===== config.mk =====
export PLATFORM = sky130hd
export DESIGN_NAME = ahb3lite_slave_arbiter
export DESIGN_NICKNAME = d
export VERILOG_FILES = /design/src/rtl/ahb3lite_slave_arbiter.sv
export SDC_FILE = /design/constraint.sdc
export NUM_CORES = 1
export LEC_CHECK = 0
export CAP_MARGIN = 10
export CELL_PAD_IN_SITES_DETAIL_PLACEMENT = 0
export CELL_PAD_IN_SITES_GLOBAL_PLACEMENT = 2
export CORE_AREA = 2 2 77 79
export DETAILED_ROUTE_END_ITERATION = 8
export DIE_AREA = 0 0 79 81
export GPL_TIMING_DRIVEN = 1
export MAX_ROUTING_LAYER = met4
export PLACE_DENSITY_LB_ADDON = 0.1
export SYNTH_ARGS = -nofsm -noshare
export SYNTH_HDL_FRONTEND = slang
export SYNTH_SLANG_ARGS = --single-unit

===== constraint.sdc =====
create_clock -name HCLK -period 4.25 [get_ports HCLK]
set_input_delay 0.425 -clock HCLK [delete_from_list [all_inputs] [get_ports HCLK]]
set_output_delay 0.425 -clock HCLK [all_outputs]
set_load 0.02 [all_outputs]

===== src/rtl/ahb3lite_slave_arbiter.sv =====
// ahb3lite_slave_arbiter: per-slave AHB-Lite arbiter with fixed, round-robin and weighted modes plus starvation override
module ahb3lite_slave_arbiter #(
    parameter int MASTERS      = 3,
    parameter int MASTER_BITS  = (MASTERS == 1) ? 1 : $clog2(MASTERS),
    parameter int ARB_MODE     = 0,
    parameter int STARVE_LIMIT = 16
) (
    input  logic                           HCLK,
    input  logic                           HRESETn,
    input  logic [MASTERS*MASTER_BITS-1:0] mst_priority,
    input  logic [MASTERS-1:0]             mst_HSEL,
    input  logic [2*MASTERS-1:0]           mst_HTRANS,
    input  logic [3*MASTERS-1:0]           mst_HBURST,
    input  logic [MASTERS-1:0]             mst_HMASTLOCK,
    input  logic [MASTERS-1:0]             can_switch,
    input  logic                           slv_HREADY,
    output logic [MASTERS-1:0]             granted_master,
    output logic [MASTER_BITS-1:0]         grant_idx,
    output logic                           grant_valid,
    output logic [MASTERS-1:0]             data_master,
    output logic [MASTERS-1:0]             starved
);

    localparam int WW = (STARVE_LIMIT < 2) ? 1 : $clog2(STARVE_LIMIT + 1);
    localparam int CW = MASTER_BITS + 1;

    logic [MASTER_BITS-1:0] grant_idx_q, grant_idx_d, last_q, last_d;
    logic [3:0]             burst_cnt_q, burst_cnt_d;
    logic [CW-1:0]          credit_q, credit_d;
    logic [MASTERS-1:0]     data_q, data_d;
    logic [WW-1:0]          wait_q [MASTERS];
    logic [WW-1:0]          wait_d [MASTERS];

    logic [MASTERS-1:0]     req;
    logic [MASTER_BITS-1:0] prio [MASTERS];
    logic                   own_req, own_lock, own_sw, acc_ns, acc_seq, hold, arb, keep;
    logic [1:0]             own_trans;
    logic [2:0]             own_burst;
    logic [3:0]             burst_load;
    logic [CW-1:0]          credit_left;
    logic                   fp_found, rr_found, st_found;
    logic [MASTER_BITS-1:0] fp_idx, fp_prio, rr_idx, st_idx, win_idx, win_prio;

    assign grant_idx   = grant_idx_q;
    assign grant_valid = own_req;
    assign data_master = data_q;

    // Owner decode, burst/credit bookkeeping, winner selection and starvation counters
    always_comb begin
        int j;
        own_req   = 1'b0;
        own_lock  = 1'b0;
        own_sw    = 1'b0;
        own_trans = 2'b00;
        own_burst = 3'b000;
        for (int m = 0; m < MASTERS; m++) begin
            req[m]            = mst_HSEL[m] & (mst_HTRANS[2*m +: 2] != 2'b00);
            prio[m]           = mst_priority[m*MASTER_BITS +: MASTER_BITS];
            granted_master[m] = grant_idx_q == MASTER_BITS'(m);
            starved[m]        = (STARVE_LIMIT != 0) && (wait_q[m] == WW'(STARVE_LIMIT));
            if (granted_master[m]) begin
                own_req   = req[m];
                own_lock  = mst_HMASTLOCK[m];
                own_sw    = can_switch[m];
                own_trans = mst_HTRANS[2*m +: 2];
                own_burst = mst_HBURST[3*m +: 3];
            end
        end
        acc_ns      = slv_HREADY & own_req & (own_trans == 2'b10);
        acc_seq     = slv_HREADY & own_req & (own_trans == 2'b11);
        burst_load  = (own_burst < 3'd2) ? 4'd0 : (own_burst < 3'd4) ? 4'd3 : (own_burst < 3'd6) ? 4'd7 : 4'd15;
        burst_cnt_d = acc_ns ? burst_load : (acc_seq && burst_cnt_q != 4'd0) ? burst_cnt_q - 4'd1 : burst_cnt_q;
        // The NONSEQ that opens a fixed-length burst must already lock the grant for its remaining beats
        hold        = (burst_cnt_q != 4'd0) | (acc_ns & (burst_load != 4'd0)) | own_lock | ~own_sw | own_trans[0];
        arb         = slv_HREADY & ~hold & (|req);
        credit_left = (acc_ns && credit_q != '0) ? credit_q - CW'(1) : credit_q;
        fp_found = 1'b0;
        fp_idx   = '0;
        fp_prio  = '0;
        for (int m = 0; m < MASTERS; m++) begin
            if (req[m] && (!fp_found || prio[m] > fp_prio)) begin
                fp_found = 1'b1;
                fp_prio  = prio[m];
                fp_idx   = MASTER_BITS'(m);
            end
        end
        rr_found = 1'b0;
        rr_idx   = '0;
        for (int k = 1; k <= MASTERS; k++) begin
            j = int'(last_q) + k;
            if (j >= MASTERS) j = j - MASTERS;
            if (!rr_found && req[j]) begin
                rr_found = 1'b1;
                rr_idx   = MASTER_BITS'(j);
            end
        end
        st_found = 1'b0;
        st_idx   = '0;
        for (int m = MASTERS - 1; m >= 0; m--) begin
            if (starved[m] && req[m]) begin
                st_found = 1'b1;
                st_idx   = MASTER_BITS'(m);
            end
        end
        keep    = (ARB_MODE == 2) && !st_found && own_req && (credit_left != '0);
        win_idx = st_found ? st_idx : (ARB_MODE == 0) ? fp_idx : keep ? grant_idx_q : rr_idx;
        win_prio = '0;
        for (int m = 0; m < MASTERS; m++) begin
            if (win_idx == MASTER_BITS'(m)) win_prio = prio[m];
        end
        grant_idx_d = arb ? win_idx : grant_idx_q;
        last_d      = arb ? win_idx : last_q;
        credit_d    = (arb && !keep) ? CW'(win_prio) + CW'(1) : credit_left;
        data_d      = slv_HREADY ? ((own_req && own_trans[1]) ? granted_master : '0) : data_q;
        for (int m = 0; m < MASTERS; m++) begin
            wait_d[m] = (STARVE_LIMIT != 0 && req[m] && grant_idx_d != MASTER_BITS'(m)) ?
                        (starved[m] ? wait_q[m] : wait_q[m] + WW'(1)) : '0;
        end
    end

    // State registers; reset abandons any burst, lock hold or credit in progress
    always_ff @(posedge HCLK or negedge HRESETn) begin
        if (!HRESETn) begin
            grant_idx_q <= '0;
            last_q      <= MASTER_BITS'(MASTERS - 1);
            burst_cnt_q <= '0;
            credit_q    <= '0;
            data_q      <= '0;
            for (int m = 0; m < MASTERS; m++) wait_q[m] <= '0;
        end else begin
            grant_idx_q <= grant_idx_d;
            last_q      <= last_d;
            burst_cnt_q <= burst_cnt_d;
            credit_q    <= credit_d;
            data_q      <= data_d;
            for (int m = 0; m < MASTERS; m++) wait_q[m] <= wait_d[m];
        end
    end

endmodule


==> Word-level counts from Yosys, hierarchy flattened <==
Index checks and enable logic that the tools add are counted.
{ "classes": {"add_sub_neg": 4, "n_shift": 0, "n_reduce_logical": 23, "n_eq_ne": 12, "bitwise": 15, "n_lt_le_gt_ge": 5, "multipliers": 0, "n_div": 0, "n_mux": 41} }
{ "ops": {"columns": ["cell", "count"], "rows": [
  ["5-bit two-way mux", 6],
  ["2-bit two-way mux", 11],
  ["4-bit two-way mux", 5],
  ["5-bit by 1-bit adder with 5-bit output, second input constant", 3],
  ["5-bit == test, second input constant", 3],
  ["1-bit two-way mux", 15],
  ["3-bit two-way mux", 4],
  ["1-bit logical AND", 10],
  ["2-bit nonzero test", 5],
  ["1-bit AND", 9],
  ["2-bit != test, second input constant", 4],
  ["4-bit nonzero test", 2],
  ["2-bit == test, second input constant", 3],
  ["3-bit < comparator, second input constant", 2],
  ["2-bit greater-than comparator", 2],
  ["1-bit bitwise OR", 4],
  ["4-bit by 1-bit subtractor with 4-bit output, second input constant", 1],
  ["3-bit by 2-bit < comparator with 1-bit output, second input constant", 1],
  ["3-bit OR reduction", 1],
  ["2-bit by 1-bit == test with 1-bit output, second input constant", 1],
  ["1-bit zero test", 2],
  ["2-bit zero test", 1],
  ["1-bit logical OR", 2],
  ["2-bit by 1-bit != test with 1-bit output, second input constant", 1],
  ["1-bit inverter", 2]
]} }
{ "totals": {"romBits": 0, "out_inout_bits": 12, "word_cells": 106, "n_memories": 0, "in_bits": 33, "register_bits": 24, "latchBits": 0, "ram_bits": 0} }

==> Depth between registers and ports, before layout <==
{ "logic_depth": {"ltp_word": 21, "mapped_depth": 15, "mapped_depth_nobuf": 15} }

==> Worst setup path after synthesis <==
Ideal clock, no wire load.
{ "synth_timing": {"path_type": "input-to-reg", "from": "input mst_HTRANS[0]", "to": "register wait_q[12] (netlist bit)", "t_arrival_ns": 3.208, "setup_time_ns": 0.082, "setup_slack_ns": 0.960, "stages": 14, "path_buffers": 0, "required_time_ns": 4.168, "path_cell_list": "o21a_1 -> and2_1 -> ha_1 -> nand2_1 -> o21ai_0 -> a21oi_1 -> mux2_2 -> ha_1 -> nand2_1 -> o21ai_1 -> nand2b_1 -> a311o_1 -> a311o_1 -> nor3_2"} }
{ "synth_via": {"elab_chain_cells": 19, "word_cells_on_any_way": 43, "classes_between": "2 x order compare; 2 x eq/ne; 17 x mux; 11 x bitwise; 11 x reduce/logical"} }
{ "synth_lines": {"columns": ["item", "line", "text"], "rows": [
  ["from (decl)", "12", "input logic [2*MASTERS-1:0] mst_HTRANS,"],
  ["2-bit nonzero test", "57", "req[m] = mst_HSEL[m] & (mst_HTRANS[2*m +: 2] != 2'b00);"],
  ["1-bit AND", "57", null],
  ["1-bit two-way mux (3 in a row)", "61", "if (granted_master[m]) begin"],
  ["1-bit AND (2 in a row)", "69", "acc_ns = slv_HREADY & own_req & (own_trans == 2'b10);"],
  ["1-bit AND", "74", "hold = (burst_cnt_q != 4'd0) | (acc_ns & (burst_load != 4'd0)) | own_lock | ~own_sw | own_trans[0];"],
  ["1-bit bitwise OR (4 in a row)", "74", null],
  ["1-bit inverter", "75", "arb = slv_HREADY & ~hold & (|req);"],
  ["1-bit AND (2 in a row)", "75", null],
  ["2-bit two-way mux", "111", "grant_idx_d = arb ? win_idx : grant_idx_q;"],
  ["2-bit nonzero test", "116", "wait_d[m] = (STARVE_LIMIT != 0 && req[m] && grant_idx_d != MASTER_BITS'(m)) ?"],
  ["1-bit logical AND (*)", "116", null],
  ["2-bit != test (no source line) or 5-bit two-way mux (tied branches)", null, null],
  ["to (decl)", "31", "logic [WW-1:0] wait_q [MASTERS];"]
]} }
Every way passes the cells marked *; elsewhere a longest branch is shown, timed or not.
A chain may end at the register's enable or synchronous reset.

==> Worst setup path in the final report <==
{ "layout_timing": {"from": "input mst_HSEL[0]", "to": "register wait_q[12] (netlist bit)"} }
{ "layout_via": {"elab_chain_cells": 18, "word_cells_on_any_way": 38, "classes_between": "2 x order compare; 1 x eq/ne; 14 x mux; 11 x bitwise; 10 x reduce/logical"} }
{ "layout_lines": {"columns": ["item", "line", "text"], "rows": [
  ["from (decl)", "11", "input logic [MASTERS-1:0] mst_HSEL,"],
  ["1-bit AND (*)", "57", null],
  ["1-bit two-way mux (3 in a row)", "61", null],
  ["1-bit AND (2 in a row)", "69", null],
  ["1-bit AND", "74", null],
  ["1-bit bitwise OR (4 in a row)", "74", null],
  ["1-bit inverter", "75", null],
  ["1-bit AND (2 in a row)", "75", null],
  ["2-bit two-way mux", "111", null],
  ["2-bit nonzero test", "116", null],
  ["1-bit logical AND (*)", "116", null],
  ["2-bit != test (no source line) or 5-bit two-way mux (tied branches)", null, null]
]} }
Marked as above.

==> metrics.yaml <==
run_status: "finished clean"
critPathMaxFanout: 6
regToRegStartpoint: "grant_idx[1]"
yosysWarnings: 0
ys.flop_type: "dfrtp_1"
grt_pass1_wl_mm: 7.04
whs_ns: 0.479
cts_num_sinks: 24
cts-root-buf: "clkbuf_8"
power_density_nw_per_um2: 349
cp_top_family: "compound AO/OA/AOI/OAI gates"
max-vdd-ir-drop_mv: 0.106
setup_viol: 0
async_flop_share_pct: 100
hold_viol: 0
rows: 28
utilization_pct: 39.8
final_nets: 274
hpwl_mm: 3.48
clk_latency_ns: 0.27
mappedNetlistArea_um2: 1680
drt_iter0_drc: 49
max_slew_margin_pct: 54.6
setup_tns_ns: 0
rsz0062_at_grt: "no"
core_region_area_um2: 5680
syn-instance-count: 184
fin_total_pwr_w: 0.000789
drive_gt1_share_pct: 8.77
worst_pin_slew_ns: 0.676
critPathBufInv: 1
synthMostInstantiatedCell: "dfrtp_1"
crit_path_start_kind: "input port"
ctsHoldBuffers: 0
fin_crit_ns: 3.88
boundaryPins: 45
fmax_mhz: 258
cts_setup_buffers: 0
startpoint: "mst_HSEL[0]"
drc: 0
leakagePower_nw: 0.933
crit_slowest_cell: "clkdlybuf4s50_1"
die_area_um2: 6400
synth_nets: 229
num-fill-cells: 593
diodes: 0
path_cells: "clkdlybuf4s50_1 > o21a_1 > nand2_1 > ha_1 > nor2b_1 > o21ai_0 > a21oi_1 > mux2_2 > ha_1 > nand2_1 > o21ai_1 > nand2b_1 > a311o_1 > a311o_1 > nor3_2"
period_share_pct: 91.2
cap_violations: 0
max_stage_delay_ns: 0.51
crit_arrival_ns: 4.07
grt_use_total_pct: 14.3
min_path_type: "in2async"
yosys.area.top_type: "dfrtp_1"
synth-seq-cells: 24
ys_types: 43
die_y_um: 81
grt_pass1_vias: 1481
reg2regPathDepth: 6
totalWireLength_mm: 4.32
clockBufferDepth: 2
firstDrtPassIters: 4
overflow: 0
regToRegEndpoint: "wait_q[8]"
maxSlewViolCount: 0
die_w_um: 79
end_kind: "register"
yosys-top-cells-area: "dfrtp_1 36%, ha_1 8.9%, o21ai_0 4.8%"
yosys-top-cells-count: "24 x dfrtp_1, 17 x inv_1, 16 x o21ai_0"
num_vias: 1501
cp.required_ns: 4.44
cts_tree: "yes"
avgSynthCellArea_um2: 9.12
synth-edff-count: 0
grt_max_degree: 25
synth.top_cell.area_share_pct: 35.8
post_cts_resized: 0
yosysSeqAreaShare_pct: 35.8
antenna_found_initial: 0
syn_to_final_growth_pct: 34.6
finClkSkew_ns: 0.00375
viasPerCell: 4.95
portBuffers: 41
r2r_setup_slack_ns: 1.80
numCtsBuffers: 3
seq_area_um2: 601
ant_nets: 0
htree_levels: 1
place.gp.congestion: 0.720
start_util_pct: 29.6
clk_pin_slew_worst_paths_ns: 0.09
multiInputGateArea_um2: 985
worstSetupPathType: "in2reg"
route.detailed.wl_per_inst_um: 14.3
sequential cells by signal, summed over array words and instances (netlist names):
| name | count |
|---|---|
| burst_cnt_q | 4 |
| data_master | 3 |
| grant_idx | 2 |
| wait_q | 15 |
per-layer routing:
layer	share of wire (%)	wire (um)	vias up	GRT usage, %
met5	0	0	-	-
met2	52	2240	27	24.9
met4	1.3	55	0	4.14
li1	-	-	744	-
met1	44	1900	723	17.4
met3	3.0	129	7	1.89
report_power, final:
part | switching (W) | leakage (nW) | internal (W)
clock network | 0.0000745 | 0.0288 | 0.0000827
logic | 0.000171 | 0.580 | 0.000159
registers | 0.0000406 | 0.324 | 0.000261
through the flow:
step / instances / setup slack (ns) / cell area, um2
floorplan: 184 / 0.960 / 1680
global placement: 298 / 0.195 / 2180
detailed placement: 298 / 0.0567 / 2180
CTS: 302 / 0.356 / 2230
global route: 303 / 0.0484 / 2260
finish: 303 / 0.372 / 2260
layout by cell type (no fill, tap or decap), types with 3 or more instances in the layout:
master           count
nand2_1              7
ha_1                12
nor2b_1              6
nand3_1              9
o21a_1               3
mux2_2               3
inv_1               17
o21ai_0             16
nor2_1              11
xor2_1               6
dfrtp_1             24
mux2i_1              3
a22o_1               4
clkdlybuf4s50_1     41
o21ai_1              3
a21oi_1              5
nand2b_1             4
nor4bb_1             3
nor3_1               9
xnor2_1              6
clkbuf_8             4
buf_4                3
area by class of cell:
cell class              count  share of cell area, %
multi-input cells         138                   43.6
flip-flops and latches     24                   26.6
repair buffers             45                   20.4
well taps                  75                   4.16
inverters                  17                   2.83
clock buffers               4                   2.44
worst max path at each step:
stage / endpoint / depth (start not counted)
after detailed placement: wait_q[12] / 15
after global routing: wait_q[12] / 16
after CTS: wait_q[12] / 15
after floorplan: wait_q[12] / 14
final: wait_q[12] / 15
after global placement: wait_q[12] / 15
cell families after synthesis:
| group | Yosys count | synth area share, % |
|---|---|---|
| buffers and inverters | 22 | 5.52 |
| AOI/OAI and AO/OA | 44 | 18.5 |
| DFF | 24 | 35.8 |
| xor gates and xnor gates | 12 | 6.26 |
| adders and majority gates | 12 | 8.95 |
| and+or+nand+nor | 64 | 21.2 |
| muxes | 6 | 3.80 |
(Power assumes the default switching activity.)
